<file path="config.mk">
export PLATFORM = sky130hd
export DESIGN_NAME = reset_sequencer_pf
export DESIGN_NICKNAME = d
export VERILOG_FILES = /design/src/rtl/reset_sequencer_pf.sv
export SDC_FILE = /design/constraint.sdc
export NUM_CORES = 1
export LEC_CHECK = 0
export CAP_MARGIN = 20
export CELL_PAD_IN_SITES_DETAIL_PLACEMENT = 0
export CELL_PAD_IN_SITES_GLOBAL_PLACEMENT = 1
export CORE_ASPECT_RATIO = 1.1
export CORE_UTILIZATION = 43
export DETAILED_ROUTE_END_ITERATION = 8
export GPL_TIMING_DRIVEN = 0
export PLACE_DENSITY = 0.77
export SYNTH_ARGS = -nofsm -noshare
export SYNTH_HDL_FRONTEND = slang
export SYNTH_SLANG_ARGS = --single-unit
</file>
<file path="constraint.sdc">
create_clock -name CLK -period 1.2 [get_ports CLK]
set_input_delay 0.24 -clock CLK [delete_from_list [all_inputs] [get_ports CLK]]
set_output_delay 0.24 -clock CLK [all_outputs]
set_load 0.03 [all_outputs]
</file>
<file path="src/rtl/reset_sequencer_pf.sv">
// reset_sequencer_pf: staged per-channel fabric reset release gated by PLL lock and device init
module reset_sequencer_pf #(
    parameter int NUM_CH     = 4,
    parameter int STAGE_DLY  = 16,
    parameter int LOCK_FILT  = 8,
    parameter int MIN_ASSERT = 32
) (
    input  logic              CLK,
    input  logic              EXT_RST_N,
    input  logic              PLL_LOCK,
    input  logic              INIT_DONE,
    input  logic              SW_RST_REQ,
    input  logic              FF_US_RESTORE,
    output logic [NUM_CH-1:0] FABRIC_RESET_N,
    output logic              ALL_RELEASED,
    output logic [1:0]        STATE,
    output logic [7:0]        LOCK_LOSS_CNT
);
    localparam int HW  = (MIN_ASSERT > 1) ? $clog2(MIN_ASSERT) : 1;
    localparam int FW  = (LOCK_FILT > 1) ? $clog2(LOCK_FILT) : 1;
    localparam int STW = (STAGE_DLY > 1) ? $clog2(STAGE_DLY) : 1;
    localparam int CW  = (NUM_CH > 1) ? $clog2(NUM_CH) : 1;
    localparam logic [HW-1:0]  HOLD_LAST  = HW'(MIN_ASSERT - 1);
    localparam logic [FW-1:0]  FILT_LAST  = FW'(LOCK_FILT - 1);
    localparam logic [STW-1:0] STAGE_LAST = STW'(STAGE_DLY - 1);
    localparam logic [CW-1:0]  CH_LAST    = CW'(NUM_CH - 1);

    typedef enum logic [1:0] {
        HOLD      = 2'd0,
        WAIT_LOCK = 2'd1,
        RELEASE   = 2'd2,
        RUN       = 2'd3
    } state_t;

    logic [1:0]        rst_sync;
    logic [1:0]        pll_sync;
    logic [1:0]        init_sync;
    logic              INTERNAL_RST_N;
    logic              qual;
    logic              loss;
    state_t            state, state_nxt;
    logic [HW-1:0]     hold_cnt, hold_nxt;
    logic [FW-1:0]     filt_cnt, filt_nxt;
    logic [STW-1:0]    stage_cnt, stage_nxt;
    logic [CW-1:0]     ch_idx, ch_nxt;
    logic [NUM_CH-1:0] fab_q, fab_nxt;
    logic [7:0]        loss_cnt, loss_nxt;

    assign INTERNAL_RST_N = rst_sync[1];
    assign qual           = pll_sync[1] & init_sync[1];
    assign loss           = ~qual & (state == RELEASE || state == RUN);
    assign FABRIC_RESET_N = fab_q | {NUM_CH{FF_US_RESTORE}};
    assign ALL_RELEASED   = (state == RUN);
    assign STATE          = state;
    assign LOCK_LOSS_CNT  = loss_cnt;

    // Reset asserts at once and releases two clocks later; lock/init inputs are double-flopped
    always_ff @(posedge CLK or negedge EXT_RST_N) begin
        if (!EXT_RST_N) begin
            rst_sync  <= '0;
            pll_sync  <= '0;
            init_sync <= '0;
        end else begin
            rst_sync  <= {rst_sync[0], 1'b1};
            pll_sync  <= {pll_sync[0], PLL_LOCK};
            init_sync <= {init_sync[0], INIT_DONE};
        end
    end

    // Sequencer state, counters and registered channel resets
    always_ff @(posedge CLK or negedge INTERNAL_RST_N) begin
        if (!INTERNAL_RST_N) begin
            state     <= HOLD;
            hold_cnt  <= '0;
            filt_cnt  <= '0;
            stage_cnt <= '0;
            ch_idx    <= '0;
            fab_q     <= '0;
            loss_cnt  <= '0;
        end else begin
            state     <= state_nxt;
            hold_cnt  <= hold_nxt;
            filt_cnt  <= filt_nxt;
            stage_cnt <= stage_nxt;
            ch_idx    <= ch_nxt;
            fab_q     <= fab_nxt;
            loss_cnt  <= loss_nxt;
        end
    end

    // Next state: freeze beats abort (request or qualifier loss) beats normal progression
    always_comb begin
        state_nxt = state;
        hold_nxt  = '0;
        filt_nxt  = '0;
        stage_nxt = '0;
        ch_nxt    = ch_idx;
        fab_nxt   = fab_q;
        loss_nxt  = loss_cnt;
        if (FF_US_RESTORE) begin
            hold_nxt  = hold_cnt;
            filt_nxt  = filt_cnt;
            stage_nxt = stage_cnt;
        end else if (state != HOLD && (SW_RST_REQ || loss)) begin
            state_nxt = HOLD;
            ch_nxt    = '0;
            fab_nxt   = '0;
            loss_nxt  = (loss && loss_cnt != 8'hff) ? loss_cnt + 8'd1 : loss_cnt;
        end else begin
            case (state)
                HOLD: begin
                    if (!SW_RST_REQ) begin
                        if (hold_cnt == HOLD_LAST) state_nxt = WAIT_LOCK;
                        else hold_nxt = hold_cnt + 1'b1;
                    end
                end
                WAIT_LOCK: begin
                    if (qual) begin
                        if (filt_cnt == FILT_LAST) state_nxt = RELEASE;
                        else filt_nxt = filt_cnt + 1'b1;
                    end
                end
                RELEASE: begin
                    if (stage_cnt == STAGE_LAST) begin
                        fab_nxt = fab_q | (NUM_CH'(1) << ch_idx);
                        if (ch_idx == CH_LAST) begin
                            state_nxt = RUN;
                            ch_nxt    = '0;
                        end else begin
                            ch_nxt = ch_idx + 1'b1;
                        end
                    end else begin
                        stage_nxt = stage_cnt + 1'b1;
                    end
                end
                default: ;
            endcase
        end
    end
endmodule

</file>
; ---- Word level (Yosys, flattened, before mapping)
; Index checks and enable logic that the tools add are counted.
[totals]
ff_bits = 34
in_bits = 6
out_inout_bits = 15
word_cells = 74
[classes]
add_sub_neg = 5
eq_ne = 14
n_shift = 1
n_mux = 26
bitwise_logic = 6
reduce_logical = 12
[ops]
columns = op, count
row1 = 2-to-1 mux 4 bit, 6
row2 = 2-to-1 mux 2 bit, 11
row3 = 2-to-1 mux 5 bit, 4
row4 = 2-to-1 mux 3 bit, 4
row5 = != test 3 bit (second input constant), 4
row6 = adder 8 x 1 -> 8 bit (second input constant), 1
row7 = != test 8 bit (second input constant), 1
row8 = bitwise OR 4 bit, 2
row9 = AND reduction 8 bit, 1
row10 = == test 2 bit (second input constant), 3
row11 = != test 3 x 1 -> 1 bit (second input constant), 2
row12 = case mux 2 bit (3 select lines), 1
row13 = AND reduction 3 bit, 2
row14 = nonzero test 2 bit, 3
row15 = adder 5 x 1 -> 5 bit (second input constant), 1
row16 = == test 5 bit (second input constant), 1
row17 = adder 4 x 1 -> 4 bit (second input constant), 1
row18 = == test 4 bit (second input constant), 1
row19 = nonzero test 4 bit, 1
row20 = << shifter 1 x 2 -> 4 bit (first input constant), 1
row21 = adder 3 x 1 -> 3 bit (second input constant), 1
row22 = == test 3 bit (second input constant), 1
row23 = adder 2 x 1 -> 2 bit (second input constant), 1
row24 = bitwise AND 1 bit, 2
row25 = other kinds (5), 8

; ---- Longest topological paths before layout
; Gate-level depths: netlist (run 1).
[depth]
ltp_word = 7
mapped_depth = 7

; ---- Worst setup path after synthesis (run 1)
; No wires, ideal clock.
[synth_path]
path_kind = reg2reg
from = reg state[1] (netlist: STATE[1])
to = reg loss_cnt[1] (netlist: LOCK_LOSS_CNT[1])
setup_time_ps = 125
arrival_ps = 1855
required_time_ps = 1075
setup_slack_ps = -779
stages_incl_launch_ff = 6
path_buffers = 0
period_less_slack_ps = 1979
cell_sequence = dfrtp_1 ha_1 a2bb2oi_4 nand2_1 nor2_1 mux2_2
[synth_via]
elab_chain_cells = 6
[synth_rtl]
columns = item, line
row1 = "start, declared", 41  ; state_t state, state_nxt;
row2 = "start signal, assigned", 81  ; state <= state_nxt;
row3 = == test 2 bit *, -
row4 = named net ALL_RELEASED, 15  ; output logic ALL_RELEASED,
row5 = logical OR 1 bit *, 51  ; assign loss = ~qual & (state == RELEASE || state == RUN);
row6 = bitwise AND 1 bit *, 51
row7 = logical OR 1 bit, 104  ; end else if (state != HOLD && (SW_RST_REQ || loss)) begin
row8 = logical AND 1 bit, 104
row9 = AND reduction 3 bit (no line) *, -
row10 = "end signal, assigned", 87  ; loss_cnt <= loss_nxt;
row11 = "end, declared", 47  ; logic [7:0] loss_cnt, loss_nxt;
; The timed path passes the listed nets; every way through them passes the cells marked *.
; A chain may end at the register's enable or synchronous reset.

; ---- Worst setup path in the final report (run 1)
[layout_path]
from = reg hold_cnt[1]
to = reg hold_cnt[3]
[layout_via]
elab_chain_cells = 5
[layout_rtl]
columns = item, line
row1 = "start, declared", 42  ; logic [HW-1:0] hold_cnt, hold_nxt;
row2 = "start signal, assigned", 82  ; hold_cnt <= hold_nxt;
row3 = adder 5 x 1 -> 5 bit / == test 5 bit (equally long branches), "114, 113"
row4 = 2-to-1 mux 5 bit *, 113  ; if (hold_cnt == HOLD_LAST) state_nxt = WAIT_LOCK;
row5 = 2-to-1 mux 5 bit *, 112  ; if (!SW_RST_REQ) begin
row6 = 2-to-1 mux 5 bit *, 110  ; case (state)
row7 = 2-to-1 mux 5 bit *, 104
; Mark *: on every way between the ends. The rest lies on a longest branch, timed or not.

==> results.txt, run 1 <==
The flow ran to the end, but the final reports show violations. The final reports fail on setup timing. The area fraction of the dominant cell type after synthesis is 46.67%. The final max-slew violation count is 0. The area occupied by multi-input gates came out at 1169 sq um. The transition time at the pin with the least slew margin is slightly above 600 ps. The top cell types in the final layout, fill and taps aside, are sky130_fd_sc_hd__dfrtp_1, sky130_fd_sc_hd__buf_4, sky130_fd_sc_hd__nand2_1, sky130_fd_sc_hd__buf_6. The final total negative setup slack came out at -9957 ps. The synthesized netlist cell count is roughly 170. The number of ports placed on the die boundary came out at 21.

The maximum fanout along the worst path came out at 4. STA puts the critical path data required time at 1410 ps. Of all flip-flops after synthesis, the portion carrying an async set or reset was 100.0%. The buffer cell driving the clock tree root is sky130_fd_sc_hd__clkbuf_8. The die height came out at 70.29 um. The count of maximum capacitance violations came out at 0. The post-route DRC violation count is 0. After layout, the worst setup slack is -549.5 ps. The number of sinks handled by clock tree synthesis came out at 34. Of the cells placed in the final design, the portion with a size suffix greater than 1 is 48.46%. The final global-route overflow total is 0. The final net count is approximately 250. The post-route fraction of the period consumed by the critical path came out at 145.8%. Setup violations remaining at the end of the flow were counted as 33.

The synthesis-to-finish area growth came out at 46.67%. The clock transition at the registers of the reported paths came out at 60 ps. The cell depth of the worst flop-to-flop path came out at 7. The total of flip-flops plus latches after synthesis came out at 34. The total of warnings raised by yosys is 0.

The worst-case clock buffer depth came out at 2. The clock tree synthesis step divided the H-tree into 2 levels. Setup repair after global routing could not meet its margin everywhere. The number of inserted diodes came out at 0.

For met1 alone, demand over resource in global routing was 22.99%. The count of input and output buffers is 18. The synthesized area divided by synthesized cell count came out at roughly 11 sq um. The total wire length came out at 4217 um.

The insertion delay of the later-clocked pin in the worst-skew pair came out at 290 ps. The critical path is of the flip-flop to flip-flop type. The worst setup skew after layout came out at 6.002 ps. Summing all flip-flop and latch instances after layout gives 857.1 sq um. The number of distinct library cells after synthesis is 48.

Ranked by total cell area, the synthesized netlist is headed by sky130_fd_sc_hd__dfrtp_1, sky130_fd_sc_hd__ha_1, sky130_fd_sc_hd__o21ai_0. sky130_fd_sc_hd__dfrtp_1 takes more of the synthesized area than any other cell. Clock tree synthesis inserted a total of 5 buffers. The static leakage is 1.193 nW. IR analysis of the VDD net gives a maximum drop of 1032 uV. The wire length of the first global-routing pass is 6886 um. Based on the critical path, the design can be clocked at up to 571.6 MHz. At the worst endpoint, the arrival time is 1960 ps. The global placement routability congestion is approximately 0.79.

In this run the standard cell core region covers 4024 sq um. In this run, synthesis inferred 0 flip-flops with an integrated enable. STA classifies the critical path endpoint as a flip-flop.

The layer flagged by global routing as most heavily used is met2. The share of the Yosys chip area taken by registers is 46.67%. The area of the die is roughly 4500 sq um. The via density per instance is 5.455. The number of global-route vias before repair came out at about 1500. The post-synthesis net count is 193. The via count came out at 1522.

The netlist area before placement is 1823 sq um. The number of filler cells placed in the layout is 324. The max-slew headroom at the worst pin is 58.83%. In this run the power density over the cells is approximately 1700 nW/um^2. The met3 capacity usage during global routing came out at 3.922%. In this run the worst hold path is classified as input port to asynchronous set/reset pin. The number of routed nets with antenna violations came out at 0. The first detailed-routing pass took 4 iterations.

The fraction of met2 tracks used by global routing is 34.28%. The minimum clock period came out at 1749 ps. The detailed-route wire length per cell is 15.11 um. The pre-CTS setup slack is -704.4 ps. TritonCTS built the clock tree. The overall die width came out at 64.08 um. The initial core utilization is 45.30%. In the synthesized netlist the dominant register cell turns out to be sky130_fd_sc_hd__dfrtp_1.

Summed over all nets, the half-perimeter wirelength after detailed placement is 2600 um. Entering global routing, the biggest net connects 17 pins. The total routing usage reported by global routing came out at 19.65%. The total number of placement rows came out at 24.

The library cell used most frequently in the layout, excluding fill and tap cells, is sky130_fd_sc_hd__dfrtp_1. The initial antenna violation count is 0. The count of final hold-check violations came to 0. The kind of start point of the critical path is a flip-flop. The number of DRC markers in iteration 0 came out at 54.
-- cells in the mapped netlist (2+ instances only) --
library cell / count
sky130_fd_sc_hd__nand4_1: 3
sky130_fd_sc_hd__or2_2: 4
sky130_fd_sc_hd__nand2b_1: 3
sky130_fd_sc_hd__clkbuf_1: 2
sky130_fd_sc_hd__buf_2: 2
sky130_fd_sc_hd__nor3_1: 2
sky130_fd_sc_hd__xnor2_1: 2
sky130_fd_sc_hd__o21ai_1: 2
sky130_fd_sc_hd__o21ai_0: 14
sky130_fd_sc_hd__nor2b_1: 2
sky130_fd_sc_hd__xor2_1: 5
sky130_fd_sc_hd__a21oi_1: 7
sky130_fd_sc_hd__a32o_1: 2
sky130_fd_sc_hd__nand3_1: 5
sky130_fd_sc_hd__a21o_1: 4
sky130_fd_sc_hd__o21bai_1: 3
sky130_fd_sc_hd__dfrtp_1: 34
sky130_fd_sc_hd__nor4_1: 2
sky130_fd_sc_hd__nor2_1: 9
sky130_fd_sc_hd__inv_1: 11
sky130_fd_sc_hd__ha_1: 14
sky130_fd_sc_hd__and3_1: 2
sky130_fd_sc_hd__a22o_1: 2
sky130_fd_sc_hd__nand2_1: 13
-- metal layers --
layer | part of all wire, % | vias up
li1 | - | 719
met1 | 42 | 761
met2 | 52 | 30
met3 | 3.3 | 12
met4 | 2.8 | 0
met5 | 0 | -
-- state kept, by name (all words and copies together), names as in the netlist --
| register | count |
|---|---|
| pll_sync | 2 |
| filt_cnt | 3 |
| ch_idx | 2 |
| stage_cnt | 4 |
| STATE | 2 |
| fab_q | 4 |
| LOCK_LOSS_CNT | 8 |
| rst_sync | 2 |
| hold_cnt | 5 |
| init_sync | 2 |
-- cells by family (layout without fill, tap and decap cells) --
group           after synthesis  after routing  share of synthesized area [%]
other cells                   1              1                         0.2057
fa+ha+maj                    14             14                          9.609
flops                        34             34                          46.67
simple gates                 55             55                          17.91
compound gates               44             44                          17.43
xor+xnor                      7              7                          3.363
mux                           2              2                          1.167
buf+inv                      16             70                          3.638
-- power by group --
group          internal [mW]  leakage (nW)  switching (mW)  total, mW
clock network          0.463        0.0482           0.415      0.878
logic                   1.06         0.706            1.10       2.16
registers               1.30         0.439           0.203       1.50
total                   2.82          1.19            1.72       4.54
-- worst max-delay path, stage by stage (launching register included) --
cell	delay, ps
sky130_fd_sc_hd__dfrtp_1	380
sky130_fd_sc_hd__ha_2	190
sky130_fd_sc_hd__and3_4	180
sky130_fd_sc_hd__ha_4	150
sky130_fd_sc_hd__or3b_4	440
sky130_fd_sc_hd__a31oi_4	180
sky130_fd_sc_hd__o21ai_2	80
sky130_fd_sc_hd__o21ai_1	70
-- through the flow --
stage | cell area [sq um] | utilization [%] | hold slack, ps | instances | total power, mW
6_report | 2674 | 66.45 | 184.1 | 279 | 4.541
4_1_cts | 2464 | 61.23 | 186.7 | 266 | 4.199
3_5_place_dp | 2186 | 54.32 | 269.7 | 244 | 2.974
5_1_grt | 2674 | 66.45 | 194.9 | 279 | 4.768
3_3_place_gp | 2158 | 53.64 | 335.5 | 243 | 2.904
2_1_floorplan | 1913 | - | -55.59 | 173 | 2.546
-- worst paths after layout --
path,start,endpoint,slack [ps]
min,EXT_RST_N,init_sync[0]$_DFF_PN0_,180
max in group asynchronous,rst_sync[1]$_DFF_PN0_,hold_cnt[3]$_DFFE_PN0N_,450
max reg2reg,hold_cnt[1]$_DFFE_PN0N_,hold_cnt[3]$_DFFE_PN0N_,-550
min in group CLK,init_sync[0]$_DFF_PN0_,init_sync[1]$_DFF_PN0_,350
min reg2reg,rst_sync[1]$_DFF_PN0_,STATE[0]$_DFFE_PN0P_,250
max,hold_cnt[1]$_DFFE_PN0N_,hold_cnt[3]$_DFFE_PN0N_,-550
-- final cells by class --
cell class              count  share of cell area, %
multi-input cells         123                  43.71
flip-flops and latches     34                  32.05
repair buffers             47                  15.63
clock buffers               7                  3.229
well taps                  52                  2.433
inverters                  11                  1.731
plain buffers               4                  1.029
clock inverters             1                 0.1872
-- timing repair --
| action | in CTS | in global routing |
|---|---|---|
| buffers inserted | 15 | 13 |
| gates resized for setup | 112 | 39 |
| endpoints found under the hold margin | 0 | 0 |
| pin swaps | 10 | 12 |
| setup endpoints to repair | 43 | 39 |
| hold buffers | 0 | 0 |
Power figures use the tool's default switching activity.
==> inputs of run 2 (changes only) <==
--- a/config.mk
+++ b/config.mk
@@ -5,14 +5,16 @@
 export SDC_FILE = /design/constraint.sdc
 export NUM_CORES = 1
 export LEC_CHECK = 0
+export ABC_AREA = 1
 export CAP_MARGIN = 20
 export CELL_PAD_IN_SITES_DETAIL_PLACEMENT = 0
 export CELL_PAD_IN_SITES_GLOBAL_PLACEMENT = 1
 export CORE_ASPECT_RATIO = 1.1
-export CORE_UTILIZATION = 43
+export CORE_UTILIZATION = 40
 export DETAILED_ROUTE_END_ITERATION = 8
 export GPL_TIMING_DRIVEN = 0
-export PLACE_DENSITY = 0.77
+export MAX_ROUTING_LAYER = met4
+export PLACE_DENSITY = 0.73
 export SYNTH_ARGS = -nofsm -noshare
 export SYNTH_HDL_FRONTEND = slang
 export SYNTH_SLANG_ARGS = --single-unit
==> results.txt, run 2 <==
The flow ran to the end, but the final reports show violations. The checks that failed: setup timing. The static leakage is 1.284 nW. For the pin with the worst max-slew slack, the measured transition is just over 600 ps. The sum of net half-perimeters after detailed placement came out at ~2700 um. The commonest cells after synthesis are sky130_fd_sc_hd__nand2_1, sky130_fd_sc_hd__dfrtp_1, sky130_fd_sc_hd__nand3_1, sky130_fd_sc_hd__inv_1, sky130_fd_sc_hd__ha_1. In this run, distinct cell masters in the synthesized netlist total 32.

Sorting the synthesized cells by area gives the leading types as sky130_fd_sc_hd__dfrtp_1, sky130_fd_sc_hd__ha_1, sky130_fd_sc_hd__nand2_1. STA classifies the critical path startpoint as a flip-flop. The final max-slew violation count came to 0. The final global-route overflow total is 0. The final total negative setup slack is -9829 ps. In the final layout, the multi-input gates occupy 1124 sq um.

Summed over all instances, the cell type with the most area after synthesis is sky130_fd_sc_hd__dfrtp_1. The count of final hold-check violations came out at 0. The design draws 5.179 mW.

The slowest stage of the critical path belongs to the cell sky130_fd_sc_hd__dfrtp_2. After layout, the worst path uses 137.1% of the clock period. The largest incremental delay on the critical path came out at 440 ps. The commonest register cell after synthesis is sky130_fd_sc_hd__dfrtp_1.

STA classifies the critical path endpoint as a flip-flop. The area of the die is slightly below 5000 sq um. The startpoint identified for the worst register-to-register timing path is STATE[0]$_DFFE_PN0P_. The wire length of the first global-routing pass is between 6000 and 7000 um. The clock transition at the registers of the reported paths is roughly 60 ps. The tightest min-delay check is of the input port to asynchronous set/reset pin type.

The die is around 73 um tall. At the end of routability-driven placement, the weighted congestion stood at about 0.77. The power density relative to cell area is roughly 1900 nW/um^2. Counting cells, the worst reg-to-reg path comes to 10. By instance count, the cell type seen most on the critical path is sky130_fd_sc_hd__inv_4. The count of maximum capacitance violations is 0. The insertion delay of the later-clocked pin in the worst-skew pair is 280 ps. The maximum fanout along the worst path came out at 5.

The minimum clock period is 1645 ps. The library cells used most frequently in the layout, excluding fill and tap cells, are sky130_fd_sc_hd__nand2_1, sky130_fd_sc_hd__dfrtp_1, sky130_fd_sc_hd__buf_4. Setup repair after global routing could not meet its margin everywhere. The synthesized area divided by synthesized cell count came out at 9.488 sq um. The initial antenna violation count is 0. The initial core utilization is 41.90%.

The area of the core came out at 4348 sq um. The number of filler cells placed in the layout came out at between 300 and 400. The data arrival time of the critical path is 1840 ps.

The total routing usage reported by global routing came out at between 10% and 20%. The count of input and output buffers is 20. Broken down by cell family, the worst path's largest delay share belongs to simple AND/OR/NAND/NOR gates.

The number of inserted diodes is 0. Dividing the detail-routed wire length by the instance count gives roughly 14 um. The placed instances occupy a cell area of ~2200 sq um. Entering global routing, the biggest net connects 17 pins. The post-layout instance area is approximately 2700 sq um.

The number of DRC markers in iteration 0 is 30. In this run the remaining antenna-violating nets after routing total 0. For this run, the top clock speed supported by timing is approximately 610 MHz. The floorplan has 25 rows. Setup slack on the worst reg-to-reg path comes out at -450 ps.

The via count is between 1500 and 2000. The buffer cell driving the clock tree root is sky130_fd_sc_hd__clkbuf_8. The total wire length came out at between 4000 and 5000 um. The number of buffers inserted during clock tree synthesis came out at 5. The mapped netlist covers approximately 1800 sq um. The number of endpoints failing setup at the final stage is 32. The signal on the critical path passes through inv_4 -> ha_4 -> o21ai_4 -> nand2_2 -> nand2_4 -> buf_8 -> inv_4 -> nor2_8 -> nor2_1 -> nor3_2. The total of flip-flops plus latches after synthesis is 34. The register with the most flip-flops in the layout has 8 of them.

Dividing the detail-routed via count by the number of cells gives approximately 5.0. The worst-case clock buffer depth came out at 2. Pin placement for this block handled 21 I/O pins. The proportion of register bits with asynchronous set or reset after synthesis came out at 100.0%. The total of warnings raised by yosys came out at 0. Leaving out fill and tap cells, the most frequent cell in the layout is sky130_fd_sc_hd__nand2_1. The number of global-route vias before repair was 1611. The critical path runs through a total of 10 cells. The synthesis-to-finish area growth is 48.90%. The post-route DRC violation count came out at 0.

In the final layout, the share of cells above drive strength 1 is 47.04%. The worst supply voltage drop on vdd came out at 1415 uV. The critical path is of the flip-flop to flip-flop type. The die is 66.35 um wide.

The core occupancy in the finished layout came out at 62.39%. The post-synthesis net count came out at 212. The register area is 858.3 sq um. The number of sinks handled by clock tree synthesis is 34.

The count of flip-flops with a built-in enable after synthesis is 0. The TritonCTS clock tree is done. The endpoint identified for the worst register-to-register timing path is stage_cnt[2]$_DFFE_PN0N_.

The critical path contains buffers and inverters numbering 3 combined. The setup slack of the critical path after layout came out at -445.2 ps. The synthesized design devotes to its leading area cell type 46.70% of total area.

The placed instance count came out at 267. The worst setup skew after layout is between 5 and 6 ps. The finished layout holds 307 standard cells, fillers aside. Synthesis produced 192 cells.

The number of H-tree levels is 2. The library cell with the highest instance count after synthesis is sky130_fd_sc_hd__nand2_1. Headroom to the max-slew limit came out at between 50 and 60%.

Before antenna repair, the detailed router went through 4 iterations. The critical path required time came out at 1400 ps. The final net count came out at about 270. The portion of the post-synthesis area used by sequential elements is 46.70%.
==> run 2: cell count changes in the layout (fill, tap and decap cells not counted), sizes merged, moves of 2 or more <==
cell    change
nand2      +28
nand3      +15
inv        +10
a21o        -4
a21oi       -4
buf         +3
nand2b      -3
nor4        -3
o21bai      -3
a22o        -2
a32o        -2
nor2b       -2
==> run 2: cell type report <==
type	count	share of cell area, %
buffer	3	1.107
clock buffer	8	2.952
inverter	21	3.090
multi-input combinational	135	41.42
sequential	34	31.64
tap	54	2.491
timing repair buffer	52	17.30
==> run 2: logic make-up after synthesis <==
logic type | after synthesis | synth area share, %
AND/OR/NAND/NOR | 85 | 24.52
flip-flops | 34 | 46.70
adder cells (fa/ha/maj) | 14 | 9.615
other | 1 | 0.2058
XOR/XNOR | 9 | 4.327
AO/OA/AOI/OAI | 25 | 8.722
buffers and inverters | 24 | 5.906
==> run 2: where the power goes <==
part	total, mW	leakage, nW	switching (mW)	internal (mW)
clock network	0.800	0.0395	0.388	0.412
registers	1.63	0.439	0.251	1.38
logic	2.74	0.805	1.45	1.29
total	5.18	1.28	2.09	3.09
==> run 2: layer usage <==
| metal | vias to the layer above | global-route usage (%) | share of wire, % |
|---|---|---|---|
| met2 | 36 | 34.69 | 56 |
| met5 | - | - | 0 |
| met3 | 8 | 4.219 | 3.5 |
| met1 | 759 | 21.00 | 39 |
| met4 | 0 | 7.329 | 1.4 |
| li1 | 747 | - | - |
==> run 2: repair_timing <==
action / 4_1_cts / 5_1_grt
buffers inserted: 21 / 11
hold buffers: 0 / 0
setup endpoints to repair: 43 / 36
resized for setup: 116 / 35
pin swaps: 15 / 18
gates cloned: 0 / 2
==> run 2: worst max-delay path by stage <==
| stage | from | end | slack [ps] |
|---|---|---|---|
| after floorplan | STATE[1]$_DFFE_PN0P_ | STATE[1]$_DFFE_PN0P_ | -400 |
| after global placement | FF_US_RESTORE | FABRIC_RESET_N[0] | -800 |
| after detailed placement | FF_US_RESTORE | FABRIC_RESET_N[0] | -800 |
| after CTS | STATE[1]$_DFFE_PN0P_ | STATE[1]$_DFFE_PN0P_ | -430 |
| after global routing | STATE[0]$_DFFE_PN0P_ | STATE[1]$_DFFE_PN0P_ | -550 |
| final | STATE[0]$_DFFE_PN0P_ | stage_cnt[2]$_DFFE_PN0N_ | -450 |
==> run 2: through the flow <==
step,worst slack (ps),hold slack (ps)
2_1_floorplan,-403.1,-55.59
3_3_place_gp,-800.1,338.8
3_5_place_dp,-795.6,298.1
4_1_cts,-431.8,192.8
5_1_grt,-553.2,205.2
6_report,-445.2,192.3
==> inputs of run 3 (changes only) <==
--- a/config.mk
+++ b/config.mk
@@ -9,7 +9,7 @@
 export CAP_MARGIN = 20
 export CELL_PAD_IN_SITES_DETAIL_PLACEMENT = 0
 export CELL_PAD_IN_SITES_GLOBAL_PLACEMENT = 1
-export CORE_ASPECT_RATIO = 1.1
+export CORE_ASPECT_RATIO = 1.2
 export CORE_UTILIZATION = 40
 export DETAILED_ROUTE_END_ITERATION = 8
 export GPL_TIMING_DRIVEN = 0
==> constraint.sdc (replaced) <==
create_clock -name CLK -period 1.6 [get_ports CLK]
set_input_delay 0.32 -clock CLK [delete_from_list [all_inputs] [get_ports CLK]]
set_output_delay 0.32 -clock CLK [all_outputs]
set_load 0.03 [all_outputs]
==> results.txt, run 3 (synthesis gave the netlist of run 2 again) <==
The reg-to-reg startpoint is STATE[0]$_DFFE_PN0P_. Dividing the detail-routed wire length by the instance count gives 12.69 um. The area of the core came out at 4327 sq um. The global placement routability congestion is 0.7676.

Cell internal power was estimated by the tool at around 2.2 mW. The routing layer with the top usage in global route is met2. The area of the die is 4829 sq um.

The worst supply voltage drop on vdd is 933.3 uV. Of the total power, the share spent switching nets is 40.43%. Before antenna repair, the detailed router went through 4 iterations. The cell depth of the worst flop-to-flop path came out at 10. STA classifies the critical path endpoint as a flip-flop. The number of hold buffers added after CTS was 0. The first global-routing pass estimated 6210 um of wire. The number of global-route vias before repair is 1452. The data arrival time of the critical path came out at approximately 1800 ps. The pre-CTS setup slack came out at -555.2 ps. The post-route fraction of the period consumed by the critical path is 103.6%.

The total routing usage reported by global routing is 16.93%. The sum of net half-perimeters after detailed placement is 2601 um. The number of buffers inserted during clock tree synthesis came out at 5. In the global route stage, met3 resource usage came out at ~3.6%. The clock transition at the registers of the reported paths came out at 70 ps.

The flip-flop count of the largest register, all copies and words added is 8. The final max-slew violation count came out at 0. The layout cell share with drive strength beyond 1 came out at 36.82%. The last element of the critical path is fab_q[0]$_DFFE_PN0P_. The start point of the critical path is STATE[0]$_DFFE_PN0P_. The worst register-to-register path ends at fab_q[0]$_DFFE_PN0P_.

After routing, the total negative slack on setup checks comes to -322.0 ps. The setup slack of the critical path after layout is -57.55 ps. The start-to-end type of the worst setup path is flip-flop to flip-flop. Clock tree synthesis selected as its root buffer the cell sky130_fd_sc_hd__clkbuf_8. The number of ports placed on the die boundary is 21. Including well taps, the total number of placed cells is 269.

The total wire length came out at 3743 um. Fill cells in the final layout number 383. TritonCTS built the clock tree. The core occupancy in the finished layout is 58.62%. Port buffering added 20 buffers. The number of cells in the finished layout apart from fillers is 295. The final net count came out at 258.

The met1 track demand over resource came out at 17.32%. The library cell used most frequently in the layout, excluding fill and tap cells, is sky130_fd_sc_hd__nand2_1. The worst setup path is launched from a flip-flop. The synthesis-to-finish area growth is 39.22%. The initial antenna violation count is 0.

Clock skew on the completed layout was measured at about 2.9 ps. The number of H-tree levels came out at 2. Setup repair after global routing could not meet its margin everywhere.

The count of final hold-check violations is 0. In this run, flip-flops and latches consume 32.0% of the power. The post-route DRC violation count is 0. The total number of placement rows is 26. The reg-to-reg setup timing slack came out at -60 ps. The worst-case clock buffer depth is 2. At the later pin of the worst-skew pair, clock insertion delay measures 290 ps. Walking the worst path, the cells encountered are inv_4 -> buf_12 -> ha_4 -> inv_4 -> nand2_4 -> buf_12 -> o21ai_4 -> nand2_2 -> nand2_1 -> o21ai_1. The highest achievable clock rate came out at 603.3 MHz. The static leakage came out at 1.220 nW. The number of DRC markers in iteration 0 is about 50. In this run, the combinational gates consume 50.9% of the power. Among cell families on the critical path, the largest total delay comes from flip-flops. The number of sinks handled by clock tree synthesis came out at 34. The number of inserted diodes is 0.

The initial core utilization is 42.11%. The checks that failed: setup timing. The number of routed nets with antenna violations came out at 0. Power spread over the standard cell area amounts to 1488 nW/um^2. The overall die width came out at around 64 um.

The minimum clock period came out at approximately 1700 ps. In this design, the stage delay of the slowest critical-path cell is 440 ps. The top cell types in the final layout, fill and taps aside, are sky130_fd_sc_hd__nand2_1, sky130_fd_sc_hd__dfrtp_1, sky130_fd_sc_hd__inv_1. The number of endpoints failing setup at the final stage came out at 11. The largest net degree at the start of global routing came out at 21. The critical path buffer and inverter count came out at 4. The via count came out at 1453. The run finished, with violations left. In the routed layout, each cell is associated on average with a via count of slightly below 5. The maximum fanout along the worst path is 5. The min-delay analysis places its worst path in the category flip-flop to asynchronous set/reset pin. The relative contribution of the clock network to total power is between 10% and 20%.

The switching power total came out at 1.525 mW. The critical path crosses 10 cells after its start point. The critical path required time is 1780 ps. The final global-route overflow total is 0. The fraction of met2 tracks used by global routing is 30.64%. The die height is 75.93 um. Max-cap violations in this run came to 0. The slowest library cell on the worst path is sky130_fd_sc_hd__dfrtp_2.
[run 3: repair_timing]
action / 4_1_cts / 5_1_grt
setup endpoints to repair: 26 / 26
setup buffers: 8 / 10
gates resized for setup: 39 / 43
gates cloned: 0 / 1
pin swaps: 5 / 19
[run 3: through the flow]
| stage | hold WS, ps | instance area (sq um) | power, mW |
|---|---|---|---|
| after floorplan | 24.41 | 1862 | 2.209 |
| after global placement | 337.3 | 2132 | 2.564 |
| after detailed placement | 213.1 | 2160 | 2.595 |
| after CTS | 210.4 | 2326 | 3.400 |
| after global routing | 231.7 | 2536 | 4.055 |
| final | 197.9 | 2536 | 3.773 |
[run 3: layout make-up]
class / count / area (sq um) / area share, %
inverter: 21 / 97.59 / 3.848
sequential: 34 / 855.8 / 33.74
multi-input combinational: 135 / 1028 / 40.55
clock buffer: 7 / 86.33 / 3.404
timing repair buffer: 38 / 357.8 / 14.11
buffer: 3 / 35.03 / 1.381
tap: 56 / 70.07 / 2.763
clock inverter: 1 / 5.005 / 0.1973
[run 3: how the worst min path moves through the flow]
stage / endpoint / cells after the start
finish: ch_idx[0]$_DFFE_PN0P_ / 0
global placement: rst_sync[1]$_DFF_PN0_ / 0
floorplan: init_sync[0]$_DFF_PN0_ / 0
global route: ch_idx[0]$_DFFE_PN0P_ / 0
detailed placement: ch_idx[0]$_DFFE_PN0P_ / 0
CTS: ch_idx[0]$_DFFE_PN0P_ / 0
[run 3: per-layer routing]
layer  vias to the layer above  share of wire [%]
li1                        720                  -
met5                         -                  0
met3                         7                3.5
met2                        32                 55
met1                       694                 39
met4                         0                1.7
[run 3: power groups by stage]
stage	clock network, mW	registers [mW]	logic [mW]
6_report	0.649	1.21	1.92
5_1_grt	0.712	1.24	2.11
4_1_cts	0.663	1.20	1.53
3_5_place_dp	0	1.22	1.37
3_3_place_gp	0	1.22	1.34
2_1_floorplan	0	1.32	0.888
==> patch 1, RTL diff (settings of run 1) <==
Reset style: synchronous (`EXT_RST_N` and `INTERNAL_RST_N`), changed in 2 clocked blocks.
--- a/src/rtl/reset_sequencer_pf.sv
+++ b/src/rtl/reset_sequencer_pf.sv
@@ -56,5 +56,5 @@
 
     // Reset asserts at once and releases two clocks later; lock/init inputs are double-flopped
-    always_ff @(posedge CLK or negedge EXT_RST_N) begin
+    always_ff @(posedge CLK) begin
         if (!EXT_RST_N) begin
             rst_sync  <= '0;
@@ -69,5 +69,5 @@
 
     // Sequencer state, counters and registered channel resets
-    always_ff @(posedge CLK or negedge INTERNAL_RST_N) begin
+    always_ff @(posedge CLK) begin
         if (!INTERNAL_RST_N) begin
             state     <= HOLD;
Formal check against the unedited RTL: no difference found for any inputs over 10 cycles, from zero or initial values and one cycle with EXT_RST_N low; that may be too few to reach the edited logic, so the function may still have changed.
==> patch 1 against run 1 <==
  * The run still ends with setup timing left
  * Worst setup slack got worse by 66 ps
  * Sequential cell count unchanged
  * First-iteration DRC count decreased by 31%
  * Area after synthesis fell by 4.1%
  * Critical path depth unchanged
  * Count of clock-buffer cells in the layout is the same
  * Non-clock buffer count grew 6
  * Design area down 0.89%
  * Routed wire length fell by 3.5%
  * Critical path type unchanged
  * Critical endpoint is now STATE[0]
  * Largest cell class unchanged
  * Highest routed layer unchanged
Power is not compared: it rests on default switching activity, and its combinational part moved more than twofold at a synthesized area within 25%.
==> patch 1: results (changes against run 1) <==
Drt
  • Avg WL per Cell: 13.8 um (was 15.1 um)
  • Via-to-Cell Ratio: 5.15 (was 5.46)
  • Wire length on met1: 1830 um (was 1770 um)
  • Drt first pass iters: 6 (was 4)
  • DR vias: 1,513 (was 1,522)
  • DRT iter0 DRCs: 37 (was 54)
  • Met2 Routed Length: 2060 um (was 2190 um)
  • Met3 routed WL: 104 um (was 140 um)

Min path
  • Worst Hold Path EP: rst_sync[1]
  • Hold Path Class: flip-flop to flip-flop (was input port to asynchronous set/reset pin)

Clock tree
  • Post-cts gate resize count: 130 (was 112)
  • # Post-CTS Setup Buffers: 27 (was 15)

Synthesis
  • Synth top area cells: dfxtp_1, ha_1, and2_1 (was dfrtp_1, ha_1, o21ai_0)
  • Syn Nets: 205 (was 193)
  • Yosys cell types: 46 (was 48)
  • Synth cell count leaders: dfxtp_1, and2_1, ha_1 (was dfrtp_1, ha_1, o21ai_0)
  • Synth async-reset ratio: 0% (was 100%)
  • Register area share after synthesis: 38.9% (was 46.7%)

Layout
  • Share of cells above drive strength 1: 47.1% (was 48.5%)
  • Fillers: 278 (was 324)

Critical path
  • Crit Path Max Fanout: 3 (was 4)
  • Worst setup path endpoint: STATE[0] (was hold_cnt[3])
  • Crit path largest cell delay: 380 ps (was 440 ps)
  • Reg2reg start: hold_cnt[0] (was hold_cnt[1])
  • Worst Path Arrival: 1980 ps (was 1960 ps)

Global route
  • Met2 Track Usage GR: 39.3% (was 34.3%)
  • Total GRT Usage: 21.0% (was 19.6%)
  • Global-route wire length before repair: 6900 um (was 6890 um)
  • GR Layer Usage met3: 4.11% (was 3.92%)
  • Met1 Resource Use GR: 22.9% (was 23.0%)
  • Pin count of the biggest net entering global routing: 11 (was 17)

STA
  • TNS Setup: -12,210 ps (was -9960 ps)
  • Worst Skew: 8.77 ps (was 6.00 ps)
  • Final worst setup slack: -615 ps (was -549 ps)
  • Slew margin rel.: 65.4% (was 58.8%)
  • Setup violations, final: 33 (unchanged)

Status
  • Violated checks: setup timing (unchanged)
  • Outcome: complete, but fails checks (unchanged)

Placed design
  • Hpwl dp: 2650 um (was 2600 um)
  • Placed Cells incl. Taps: 255 (was 244)
  • Placer congestion estimate: 0.802 (was 0.791)
  • PortBufs: 20 (was 18)
  • Pre-CTS setup slack: -1310 ps (was -704 ps)
## patch 1: cell count changes after synthesis, moves of 4 or more
cell,before,now
nand2_1,13,9
and2_1,1,15
a21o_1,4,0
nor2b_1,2,7
dfxtp_1,0,34
inv_1,11,7
xnor2_1,2,6
o21ai_0,14,9
dfrtp_1,34,0
## patch 1: power breakdown
group | switching, mW | internal (mW)
Clock | 0.421 | 0.463
Combinational | 0.0807 | 0.0852
Sequential | 0.0114 | 1.13
Total | 0.513 | 1.68
## patch 1: area by class of cell
type	instances	area (sq um)	area share [%]
multi-input cells	138	1240	46.7
well taps	50	62.6	2.36
repair buffers	52	463	17.5
plain buffers	5	52.6	1.98
flip-flops and latches	34	706	26.6
inverters	7	36.3	1.37
clock inverters	1	5.00	0.189
clock buffers	7	86.3	3.26
## patch 1: kinds of logic after synthesis
group,synth area share (%)
buffers and inverters,3.22
adders and majority gates,10.0
muxes,2.29
AOI/OAI and AO/OA,15.2
xor gates and xnor gates,4.51
and+or+nand+nor,25.8
DFF,38.9
==> patch 2, RTL diff (flow settings as in run 1) <==
Without the edit above. The parameter `MIN_ASSERT` goes from 32 to 64.
--- a/src/rtl/reset_sequencer_pf.sv
+++ b/src/rtl/reset_sequencer_pf.sv
@@ -4,5 +4,5 @@
     parameter int STAGE_DLY  = 16,
     parameter int LOCK_FILT  = 8,
-    parameter int MIN_ASSERT = 32
+    parameter int MIN_ASSERT = 64
 ) (
     input  logic              CLK,
Function: same outputs for any inputs over 10 cycles, from zero or initial values and one cycle with EXT_RST_N low; that may be too few to reach the edited logic, so the function may still have changed.
==> patch 2 against run 1 <==
  * The flow still finishes with violations (setup timing)
  * Non-clock buffer count unchanged
  * Sequential cell count up 1
  * Worst setup slack better by 65 ps
  * Power up 2.4%
  * Routed wire length up 4.1%
  * Utilization up 1.9 points
  * Combinational power up 6%
  * Design area up 1.3%
  * Area after synthesis down 2.1%
  * Sequential power about the same
  * Critical endpoint unchanged
==> patch 2: results (changes against run 1) <==
Status
  • Outcome: complete, but fails checks (unchanged)
  • Violated checks: setup timing (unchanged)

Critical path
  • Reg2reg start: STATE[0] (was hold_cnt[1])
  • Worst Path Arrival: 1860 ps (was 1960 ps)
  • Crit Path Max Fanout: 5 (was 4)

STA
  • Slew margin rel.: 54.9% (was 58.8%)
  • Final worst setup slack: -484 ps (was -549 ps)
  • Setup violations, final: 35 (was 33)
  • Worst Skew: 8.09 ps (was 6.00 ps)
  • Final hold slack: 179 ps (was 184 ps)

Synthesis
  • Compound-Gate Fraction of Synth Area: 16.8% (was 17.4%)
  • Synth top area cells: dfrtp_1, ha_1, nand2_1 (was dfrtp_1, ha_1, o21ai_0)
  • Synth cell count leaders: dfrtp_1, nand2_1, nor2_1 (was dfrtp_1, ha_1, o21ai_0)
  • Register area share after synthesis: 49.1% (was 46.7%)
  • XOR/XNOR Fraction of Synth Area: 3.44% (was 3.36%)
  • Syn_area_per_cell: 10.4 sq um (was 10.5 sq um)
  • Syn Nets: 191 (was 193)

Drt
  • Via-to-Cell Ratio: 5.35 (was 5.46)

Placed design
  • Placer congestion estimate: 0.751 (was 0.791)
  • Area post-placement: 0.00213 sq mm (was 0.00219 sq mm)
  • Pre-CTS setup slack: -1120 ps (was -704 ps)

Global route
  • Global-route wire length before repair: 6960 um (was 6890 um)
  • Met1 Resource Use GR: 25.3% (was 23.0%)
  • Total GRT Usage: 20.5% (was 19.6%)
  • Vias in the first global route: 1,492 (was 1,510)

Power
  • Total power: 4.65 mW (was 4.54 mW)

Clock tree
  • Reg clk slew, reported paths: 80 ps (was 60 ps)
-- patch 2: changes by cell type in the layout (fill, tap and decap cells not counted), sizes merged, moves of 3 or more --
| cell | before | now |
|---|---|---|
| inv | 11 | 8 |
| nand2 | 13 | 19 |
| nor2 | 11 | 16 |
| nor4 | 3 | 0 |
| o21ai | 17 | 14 |
| o31ai | 0 | 3 |
| o41ai | 0 | 5 |
| xnor2 | 2 | 6 |
| xor2 | 5 | 1 |
-- patch 2: how the worst max path moves through the flow --
stage | depth (start not counted) | from | end
3_3_place_gp | 4 | FF_US_RESTORE | FABRIC_RESET_N[1]
3_5_place_dp | 4 | FF_US_RESTORE | FABRIC_RESET_N[0]
5_1_grt | 7 | STATE[0] | ch_idx[1]
6_report | 9 | STATE[0] | hold_cnt[3]
2_1_floorplan | 7 | STATE[0] | ch_idx[0]
4_1_cts | 6 | STATE[0] | STATE[1]
-- patch 2: per-layer routing --
layer  vias up  wire length [um]
li1        712                 -
met1       756              1870
met2        24              2340
met3         7               119
met4         0                55
met5         -                 0
-- patch 2: critical path, stage by stage (launching register included) --
cell and delay [ps]:
dfrtp_2 410, inv_4 60, buf_12 120, ha_4 180, buf_6 130, and2b_2 220
o21ai_4 90, nor2b_1 70, o21ai_1 190, o41ai_2 100
-- patch 2: final cells by class --
| class | instances | area (sq um) | share of cell area, % |
|---|---|---|---|
| Sequential cell | 35 | 885 | 32.7 |
| Timing Repair Buffer | 48 | 470 | 17.4 |
| Buffer | 3 | 22.5 | 0.831 |
| Multi-Input combinational cell | 126 | 1150 | 42.3 |
| Tap cell | 52 | 65.1 | 2.40 |
| Clock buffer | 6 | 72.6 | 2.68 |
| Clock inverter | 2 | 12.5 | 0.462 |
| Inverter | 8 | 35.0 | 1.29 |
